--- src/rtl/axis_rr_arbiter.sv ---
// Round-robin AXI-Stream merger with a per-owner burst allowance.
// Output beat is fully registered and tagged with its source index.
module axis_rr_arbiter #(
  parameter int unsigned NUM_PORTS  = 4,
  parameter int unsigned DATA_WIDTH = 64,
  parameter int unsigned MAX_BURST  = 4,
  localparam int unsigned SRC_W     = $clog2(NUM_PORTS)
) (
  input  logic                            clk,
  input  logic                            rst_n,
  input  logic [NUM_PORTS*DATA_WIDTH-1:0] s_tdata,
  input  logic [NUM_PORTS-1:0]            s_tvalid,
  output logic [NUM_PORTS-1:0]            s_tready,
  output logic [DATA_WIDTH-1:0]           m_tdata,
  output logic                            m_tvalid,
  input  logic                            m_tready,
  output logic [SRC_W-1:0]                m_tsrc
);

  localparam int unsigned      CNT_W     = $clog2(MAX_BURST + 1);
  localparam logic [CNT_W-1:0] BURST_MAX = CNT_W'(MAX_BURST);

  logic [SRC_W-1:0]      owner_q, owner_d;
  logic [CNT_W-1:0]      burst_cnt_q, burst_cnt_d;
  logic [DATA_WIDTH-1:0] m_tdata_q, m_tdata_d;
  logic                  m_tvalid_q, m_tvalid_d;
  logic [SRC_W-1:0]      m_tsrc_q, m_tsrc_d;

  logic [SRC_W-1:0]      sel_c;
  logic                  any_valid_c;
  logic                  load_en_c;
  logic                  xfer_c;
  logic [DATA_WIDTH-1:0] s_data_a [NUM_PORTS];

  for (genvar gi = 0; gi < NUM_PORTS; gi++) begin : g_unpack
    assign s_data_a[gi] = s_tdata[gi*DATA_WIDTH +: DATA_WIDTH];
  end

  assign any_valid_c = |s_tvalid;
  assign load_en_c   = !m_tvalid_q || m_tready;
  assign xfer_c      = load_en_c && any_valid_c;

  // Owner keeps the grant until its allowance is spent; otherwise scan from owner+1, owner last
  always_comb begin
    logic             found;
    logic [SRC_W-1:0] cand;
    sel_c = owner_q;
    found = 1'b0;
    cand  = owner_q;
    if (s_tvalid[owner_q] && (burst_cnt_q != BURST_MAX)) begin
      found = 1'b1;
    end else begin
      for (int unsigned k = 1; k <= NUM_PORTS; k++) begin
        cand = SRC_W'((32'(owner_q) + k) % NUM_PORTS);
        if (!found && s_tvalid[cand]) begin
          sel_c = cand;
          found = 1'b1;
        end
      end
    end
  end

  always_comb begin
    s_tready = '0;
    if (rst_n && xfer_c) s_tready[sel_c] = 1'b1;
  end

  always_comb begin
    owner_d     = owner_q;
    burst_cnt_d = burst_cnt_q;
    m_tdata_d   = m_tdata_q;
    m_tvalid_d  = m_tvalid_q;
    m_tsrc_d    = m_tsrc_q;
    if (xfer_c) begin
      m_tdata_d  = s_data_a[sel_c];
      m_tsrc_d   = sel_c;
      m_tvalid_d = 1'b1;
      // New owner, or sole requester re-selected after exhausting its allowance
      if ((sel_c != owner_q) || (burst_cnt_q == BURST_MAX)) begin
        owner_d     = sel_c;
        burst_cnt_d = CNT_W'(1);
      end else begin
        burst_cnt_d = burst_cnt_q + CNT_W'(1);
      end
    end else if (load_en_c) begin
      m_tvalid_d = 1'b0;
    end
  end

  always_ff @(posedge clk or negedge rst_n) begin
    if (!rst_n) begin
      owner_q     <= '0;
      burst_cnt_q <= '0;
      m_tdata_q   <= '0;
      m_tvalid_q  <= 1'b0;
      m_tsrc_q    <= '0;
    end else begin
      owner_q     <= owner_d;
      burst_cnt_q <= burst_cnt_d;
      m_tdata_q   <= m_tdata_d;
      m_tvalid_q  <= m_tvalid_d;
      m_tsrc_q    <= m_tsrc_d;
    end
  end

  assign m_tdata  = m_tdata_q;
  assign m_tvalid = m_tvalid_q;
  assign m_tsrc   = m_tsrc_q;

endmodule

--- config.mk ---
export PLATFORM = sky130hd
export DESIGN_NAME = axis_rr_arbiter
export DESIGN_NICKNAME = d
export VERILOG_FILES = /design/src/rtl/axis_rr_arbiter.sv
export SDC_FILE = /design/constraint.sdc
export NUM_CORES = 1
export LEC_CHECK = 0
export CAP_MARGIN = 0
export CORE_MARGIN = 8
export CORE_UTILIZATION = 36
export DETAILED_ROUTE_END_ITERATION = 16
export PLACE_DENSITY = 0.86
export SYNTH_ARGS = -nofsm -noshare
export SYNTH_HDL_FRONTEND = slang
export SYNTH_SLANG_ARGS = --single-unit
--- constraint.sdc ---
create_clock -name clk -period 3.95 [get_ports clk]
set_input_delay 0.79 -clock clk [delete_from_list [all_inputs] [get_ports clk]]
set_output_delay 0.79 -clock clk [all_outputs]
set_load 0.01 [all_outputs]
# [Yosys cells after proc, flatten, opt, wreduce, memory -nomap -nowiden]
# Cells that the tools add are included.
[totals] register_bits=72 latchBits=0 ram_bits=0 rom_bits=0 memories=0
[classes] addsub=5 mul=0 div=0 magnitude_cmp=8 eq_ne=3 n_shift=0 n_mux=30 bitwise_logic=1 n_reduce_logical=16
[ops] op="$bmux W64 S2" n=1
[ops] op="$mux W64" n=2
[ops] op="$lt A2 B3 Y1 const B" n=6
[ops] op="$mux W1" n=14
[ops] op="$bmux W1 S2" n=5
[ops] op="$mux W2" n=5
[ops] op="$logic_and A1 B1 Y1" n=7
[ops] op="$add A2 B1 Y2 const B" n=2
[ops] op="$add A2 B2 Y2 const B" n=2
[ops] op="$logic_not A1 Y1" n=4
[ops] op="$mux W4" n=1
[ops] op="$reduce_or A4 Y1" n=1
[ops] op="$add A3 B1 Y3 const B" n=1
[ops] op="$eq A3 B3 Y1 const B" n=1
[ops] op="$ge A3 B3 Y1 const B" n=1
[ops] op="$mux W3" n=1
[ops] op="$ne A3 B3 Y1 const B" n=1
[ops] op="$not A2 Y3" n=1
[ops] op="$demux W1 S2" n=1
[ops] op="$ge A2 B1 Y1 const B" n=1
[ops] op="$logic_or A1 B1 Y1" n=2
[ops] op="$ne A2 B2 Y1" n=1
[ops] op="$reduce_and A2 Y1" n=1
[ops] op="$reduce_bool A2 Y1" n=1

# [Depth between registers and ports, before layout]
# Gate-level depths: netlist of the first run.
[depth] ltp_word=22 depth_mapped=11 ltp_nobuf=8

# [Worst setup path after synthesis of the first run]
# OpenSTA, ideal clock, no wires.
[synth_path] kind="input -> output" from="input s_tvalid[3]" to="output s_tready[0]" arrival_time_ns=2.574 slack_ns=0.586 cell_stages=8 n_path_buf=3 cell_sequence="buf_2 nor4_1 a221o_1 o21a_1 buf_2 a211o_1 clkbuf_1 nor3_1"
[synth_between] elab_chain_cells=21
[synth_lines] element="start: declaration" line="12" rtl="input logic [NUM_PORTS-1:0] s_tvalid,"
[synth_lines] element="$bmux W1 S2" line="55" rtl="if (!found && s_tvalid[cand]) begin"
[synth_lines] element="$mux W1 (not written as such)" line="55"
[synth_lines] element="$mux W1" line="55"
[synth_lines] element="$mux W1" line="50" rtl="if (s_tvalid[owner_q] && (burst_cnt_q != BURST_MAX)) begin"
[synth_lines] element="$logic_not A1 Y1" line="55"
[synth_lines] element="$logic_and A1 B1 Y1" line="55"
[synth_lines] element="$mux W1" line="55"
[synth_lines] element="$mux W1" line="50"
[synth_lines] element="(+5 left out)"
[synth_lines] element="$logic_and A1 B1 Y1" line="55"
[synth_lines] element="$mux W2" line="55"
[synth_lines] element="$mux W2" line="50"
[synth_lines] element="$lt A2 B3 Y1 (not written as such) / $ge A2 B1 Y1 (equally long branches)" line="65" rtl="if (rst_n && xfer_c) s_tready[sel_c] = 1'b1;"
[synth_lines] element="$logic_and A1 B1 Y1 (not written as such)" line="65"
[synth_lines] element="$mux W1 (not written as such)" line="65"
[synth_lines] element="$demux W1 S2" line="65"
[synth_lines] element="$mux W4 *" line="65"
[synth_lines] element="end: declaration" line="13" rtl="output logic [NUM_PORTS-1:0] s_tready,"
# Every way passes the cells marked *; elsewhere a longest branch is shown, timed or not. The select of a mux whose other input is x is not followed.

# [Worst setup path in the final report of the first run]
[layout_path] from="input s_tvalid[0]" to="output s_tready[3]"
# The elaborated chain is that of the path after synthesis.

==> impl_metrics.ini, run 1 <==
[cells_and_area]
diodes = 0
layout-drive-gt1-share_pct = 6.71
nFillCells = 972
nets = 1095
fin_util_pct = 67.7
regArea_sq_mm = 0.00180
final_area_sq_mm = 0.00858
multi_input_area_sq_mm = 0.00262
area_growth_pct = 82.7

[die]
die_h_um = 130
die-area_sq_mm = 0.0170
io_pins = 334
rows = 41
start_util_pct = 37.1
core_sq_mm = 0.0127
die_width_um = 130

[logic_synthesis]
ys.warnings.count = 0
synth.area.top_cells = dfrtp_1 38%, mux2i_1 14%, a221oi_1 8.9%
yosys.cell_types.count = 39
synth_enable_flop_cells = 0
netlist.area_leader.share_pct = 38.3
avgSynthCellArea_sq_um = 9.18
yosysMostFrequentCell = dfrtp_1
syn_area_sq_mm = 0.00470
yosysTopAreaCell = dfrtp_1
seq_area_frac_synth_pct = 38.3
synthArstFlopShare_pct = 100
yosys-top-cells-count = 72 x dfrtp_1, 71 x nor2_1, 66 x mux2i_1
synth-main-ff-cell = dfrtp_1
syn_inst = 512
synth.net_count = 777
synth-seq-cells = 72

[clock_tree]
clk_path_buf_depth = 2
cts_htree_levels = 3
cts_tree = built
cts_buffers = 9
path_clk_slew_ps = 50
clk_latency_ps = 330
cts_sinks = 72
root_buffer = clkbuf_16

[routing]
wl_per_cell_um = 22.4
first_pass_iters = 5
drt_iter0_markers = 457
drcViolationCount = 0
wirelength_um = 22600
drtAntennaViolNets = 0
vias = 5864
drt-vias-per-instance = 5.83

[place]
place_congestion = 0.944
place_area_sq_mm = 0.00825
portBuffers = 333
dp_hpwl_um = 17600

[min_path]
worstHoldPathType = reg -> reg

[grt]
grt_first_pass_wirelength_um = 33500
grtUsageTotal_pct = 25.4
overflow = 0
grt_max_degree = 73
grt_antenna_before_repair = 0
grt_pass1_vias = 6083

[sta]
hold_violations = 0
fin_crit_sh_pct = 93.0
slew_violations = 0
max-slew-margin-rel_pct = 35.1
max_freq_mhz = 272
fin_skew_ps = 6.53
tightest_slew_ps = 973
min_period_ps = 3680
rsz0062_at_grt = false
setup_viol = 0

[power_and_ir_drop]
peakVddDrop_mv = 0.473
leakagePower_uw = 0.00351
power_density_mw_per_mm2 = 663

[worst_setup_path]
cp_max_fo = 18
worstPathCellList = dlygate4sd2_1 > nor3b_1 > a221o_2 > o21a_1 > buf_4 > a211oi_4 > nor2_1 > clkdlybuf4s50_1
crit_required_ps = 3160
crit_path_max_incr_delay_ps = 480
crit_slowest_cell = clkdlybuf4s50_1
critPathArrivalTime_ps = 2890
cp-start-kind = input pin
critPathKind = in -> out
end_kind = primary output

[job]
maxCapViolCount = 0

[outcome]
status = finished, final reports clean
routing by layer:
metal	vias to the layer above	GRT usage (%)	wire length, um
li1	2618	-	-
met1	2783	27.7	7770
met2	392	44.1	11400
met3	71	7.87	2560
met4	0	12.2	861
met5	-	0	0
final cells by class:
class	instances	share of cell area [%]
repair buffers	360	41.5
multi-input cells	363	30.6
flip-flops and latches	72	21.0
clock buffers	11	2.83
well taps	172	2.51
inverters	24	1.05
clock inverters	4	0.525
what timing repair did:
| action | in CTS | in global routing |
|---|---|---|
| gates cloned | 0 | 0 |
| endpoints found under the hold margin | 0 | 0 |
| hold buffers | 0 | 0 |
| gates resized for setup | 7 | 5 |
| pin swaps | 1 | 1 |
| setup endpoints to repair | 4 | 3 |
| buffers inserted | 1 | 0 |
cells by family after synthesis:
logic type	after synthesis	synth area share (%)
AOI/OAI and AO/OA	191	30.2
adders and majority gates	2	0.533
buffers and inverters	77	7.03
DFF	72	38.3
muxes	68	14.8
and+or+nand+nor	102	9.13
where the power goes:
| group | switching [uW] | leakage [uW] | internal, uW |
|---|---|---|---|
| clock | 299 | 0.000145 | 499 |
| sequential | 275 | 0.000811 | 1110 |
| combinational | 1780 | 0.00256 | 1730 |
through the flow:
stage / TNS, ps / hold WS (ps) / total power [uW] / instances / setup slack [ps]
2_1_floorplan: 0 / 457 / 3260 / 512 / 586
3_3_place_gp: -24.1 / 467 / 4740 / 990 / -22.4
3_5_place_dp: -530 / 479 / 4860 / 990 / -181
4_1_cts: 0 / 491 / 5690 / 1006 / 3.26
5_1_grt: 0 / 509 / 6020 / 1006 / 168
6_report: 0 / 485 / 5690 / 1006 / 275
layout by cell type, fill, tap and decap left out, drive strengths merged, types with 3 or more instances in the layout:
master         instances
buf                   28
clkdlybuf4s50        326
o22ai                 48
a21oi                  6
a2111oi               17
dfrtp                 72
nor3                   4
inv                   24
o21a                   4
nand2b                 4
nor4                   4
o21ai                 21
nor2                  71
clkinv                 3
a221oi                48
dlymetal6s2s           4
clkbuf                11
a211oi                35
o211ai                 3
and2                   4
nand2                 11
mux2i                 66
final timing paths:
kind / start / endpoint / slack, ps / cells after the start
min in group asynchronous: rst_n / m_tdata[16] / 730 / 2
max: s_tvalid[0] / s_tready[3] / 270 / 8
min: m_tsrc[1] / m_tsrc[1] / 480 / 1
min reg2reg: m_tsrc[1] / m_tsrc[1] / 480 / 1
max reg2reg: owner_q[1] / m_tdata[25] / 690 / 7
max in group asynchronous: rst_n / m_tdata[39] / 2600 / 2
registers in the layout (all words and copies together), names as in the netlist:
signal       cells
m_tdata         64
burst_cnt_q      3
m_tsrc           2
owner_q          2
m_tvalid         1
critical path: cells and delay by family:
family | cells | cell delay [ps]
buffers and inverters | 3 | 1030
and+or+nand+nor | 2 | 190
AOI/OAI and AO/OA | 3 | 870
Note: power is estimated with default switching activity, not from simulation.
==> inputs of run 2 (changes only) <==
Settings changed: CORE_AREA set to 4 4 127 129, CORE_MARGIN 8 to not set, CORE_UTILIZATION 36 to not set, DIE_AREA set to 0 0 131 133, PLACE_DENSITY 0.86 to 0.77.
==> run 2 against run 1 <==
  * Non-clock buffer count is 17 higher
  * Highest routed layer is now met5
  * Largest power group unchanged
  * Worst hold slack better by 2.2 ps
  * Setup slack worse by 74 ps
  * Critical endpoint is now s_tready[0]
  * First-iteration DRC count is 31% lower
==> impl_metrics.ini, run 2 (synthesis gave the netlist of run 1 again) <==
[outcome]
status = finished, final reports clean

[grt]
grtUsageTotal_pct = 22.6
grt_first_pass_wirelength_um = 31000
grt_pass1_vias = 5799
grt_antenna_before_repair = 1
grt_max_degree = 73
overflow = 0

[worst_setup_path]
critPathKind = in -> out
crit_path_max_incr_delay_ps = 560
end_kind = primary output
worstPathCellList = clkdlybuf4s50_1 > nor4_2 > a221o_1 > o21a_1 > a211o_1 > nor3_2 > dlygate4sd2_1
cp_max_fo = 4
cp-start-kind = input pin
critPathArrivalTime_ps = 2960
crit_slowest_cell = clkdlybuf4s50_1
crit_required_ps = 3160

[sta]
max-slew-margin-rel_pct = 34.2
hold_violations = 0
setup_viol = 0
finalSetupTns_ps = 0
tightest_slew_ps = 986
slew_violations = 0
min_period_ps = 3750
holdWs_ps = 487
rsz0062_at_grt = false
max_freq_mhz = 267
fin_crit_sh_pct = 94.9
fin_skew_ps = 6.83

[job]
maxCapViolCount = 0

[routing]
drtAntennaViolNets = 0
drcViolationCount = 0
vias = 5671
wl_per_cell_um = 19.8
drt-vias-per-instance = 5.45
wirelength_um = 20600
first_pass_iters = 5
drt_iter0_markers = 314

[cells_and_area]
layout-drive-gt1-share_pct = 8.80
nFillCells = 1332
area_growth_pct = 86.0
nets = 1112
diodes = 0
final_common_cell = clkdlybuf4s50_1
final_cell_mix = 328 x clkdlybuf4s50_1, 72 x dfrtp_1, 71 x nor2_1
fin_util_pct = 58.1
final_area_sq_mm = 0.00874
largest_reg_flops = 64

[clock_tree]
hold_buffers = 0
cts_buffers = 9
cts_htree_levels = 3
cts_sinks = 72
root_buffer = clkbuf_16
clk_latency_ps = 330
path_clk_slew_ps = 60
clk_path_buf_depth = 2
cts_tree = built

[place]
place_area_sq_mm = 0.00839
portBuffers = 333
place_congestion = 0.854
dp_hpwl_um = 15500

[die]
die_width_um = 131
die_h_um = 133
io_pins = 334
core_sq_mm = 0.0150
start_util_pct = 31.3
rows = 45
die-area_sq_mm = 0.0174

[power_and_ir_drop]
power_density_mw_per_mm2 = 668
peakVddDrop_mv = 0.317
leakagePower_uw = 0.00358

[min_path]
worstHoldPathType = reg -> reg
run 2: cell count changes in the layout (fill, tap and decap cells not counted), sizes merged:
cell,before,now
clkinvlp,0,1
bufinv,1,2
dlygate4sd2,2,3
clkbuf,11,10
dlymetal6s2s,4,1
clkdlybuf4s50,326,328
buf,28,45
run 2: where the power goes:
part           switching [uW]  internal [uW]  leakage, uW
logic                    1760           1820      0.00261
registers                 253           1110     0.000811
clock network             330            567     0.000158
run 2: repair_timing:
item                       CTS  global route
buffers inserted             1             0
setup endpoints to repair    3             1
pin swaps                    1             0
cloned                       0             0
gates resized for setup      7             2
run 2: final timing paths:
check                          startpoint             end  slack (ps)  cells past startpoint
min in group asynchronous           rst_n      m_tdata[5]         720                      2
max reg2reg                    owner_q[0]     m_tdata[47]         880                      9
min reg2reg                burst_cnt_q[2]  burst_cnt_q[2]         490                      1
max                           s_tvalid[3]     s_tready[0]         200                      7
max in group asynchronous           rst_n     m_tdata[26]        2590                      2
min                        burst_cnt_q[2]  burst_cnt_q[2]         490                      1
run 2: stage by stage:
step | setup WS (ps) | std cells | total power, uW
2_1_floorplan | 586 | 512 | 3260
3_3_place_gp | -70.1 | 1023 | 4880
3_5_place_dp | -194 | 1023 | 4930
4_1_cts | 17.6 | 1040 | 5870
5_1_grt | 113 | 1040 | 6210
6_report | 200 | 1040 | 5840
run 2: critical path: cells and delay by family:
family | cells | cell delay (ps)
buffers and inverters | 2 | 870
AO/OA/AOI/OAI | 3 | 950
AND/OR/NAND/NOR | 2 | 340
run 2: final cells by class:
cell class	count	area (sq um)	share of cell area, %
repair buffers	377	3670	42.0
multi-input cells	363	2620	30.0
flip-flops and latches	72	1800	20.6
clock buffers	10	239	2.73
well taps	188	235	2.69
inverters	24	90.1	1.03
clock inverters	6	82.6	0.945
run 2: routing by layer:
layer | track usage [%] | share of wire (%) | vias up
met4 | 6.63 | 2.1 | 2
met5 | 0 | 0.087 | -
met3 | 5.81 | 9.5 | 36
met2 | 39.0 | 50 | 279
met1 | 27.3 | 38 | 2701
li1 | - | - | 2653
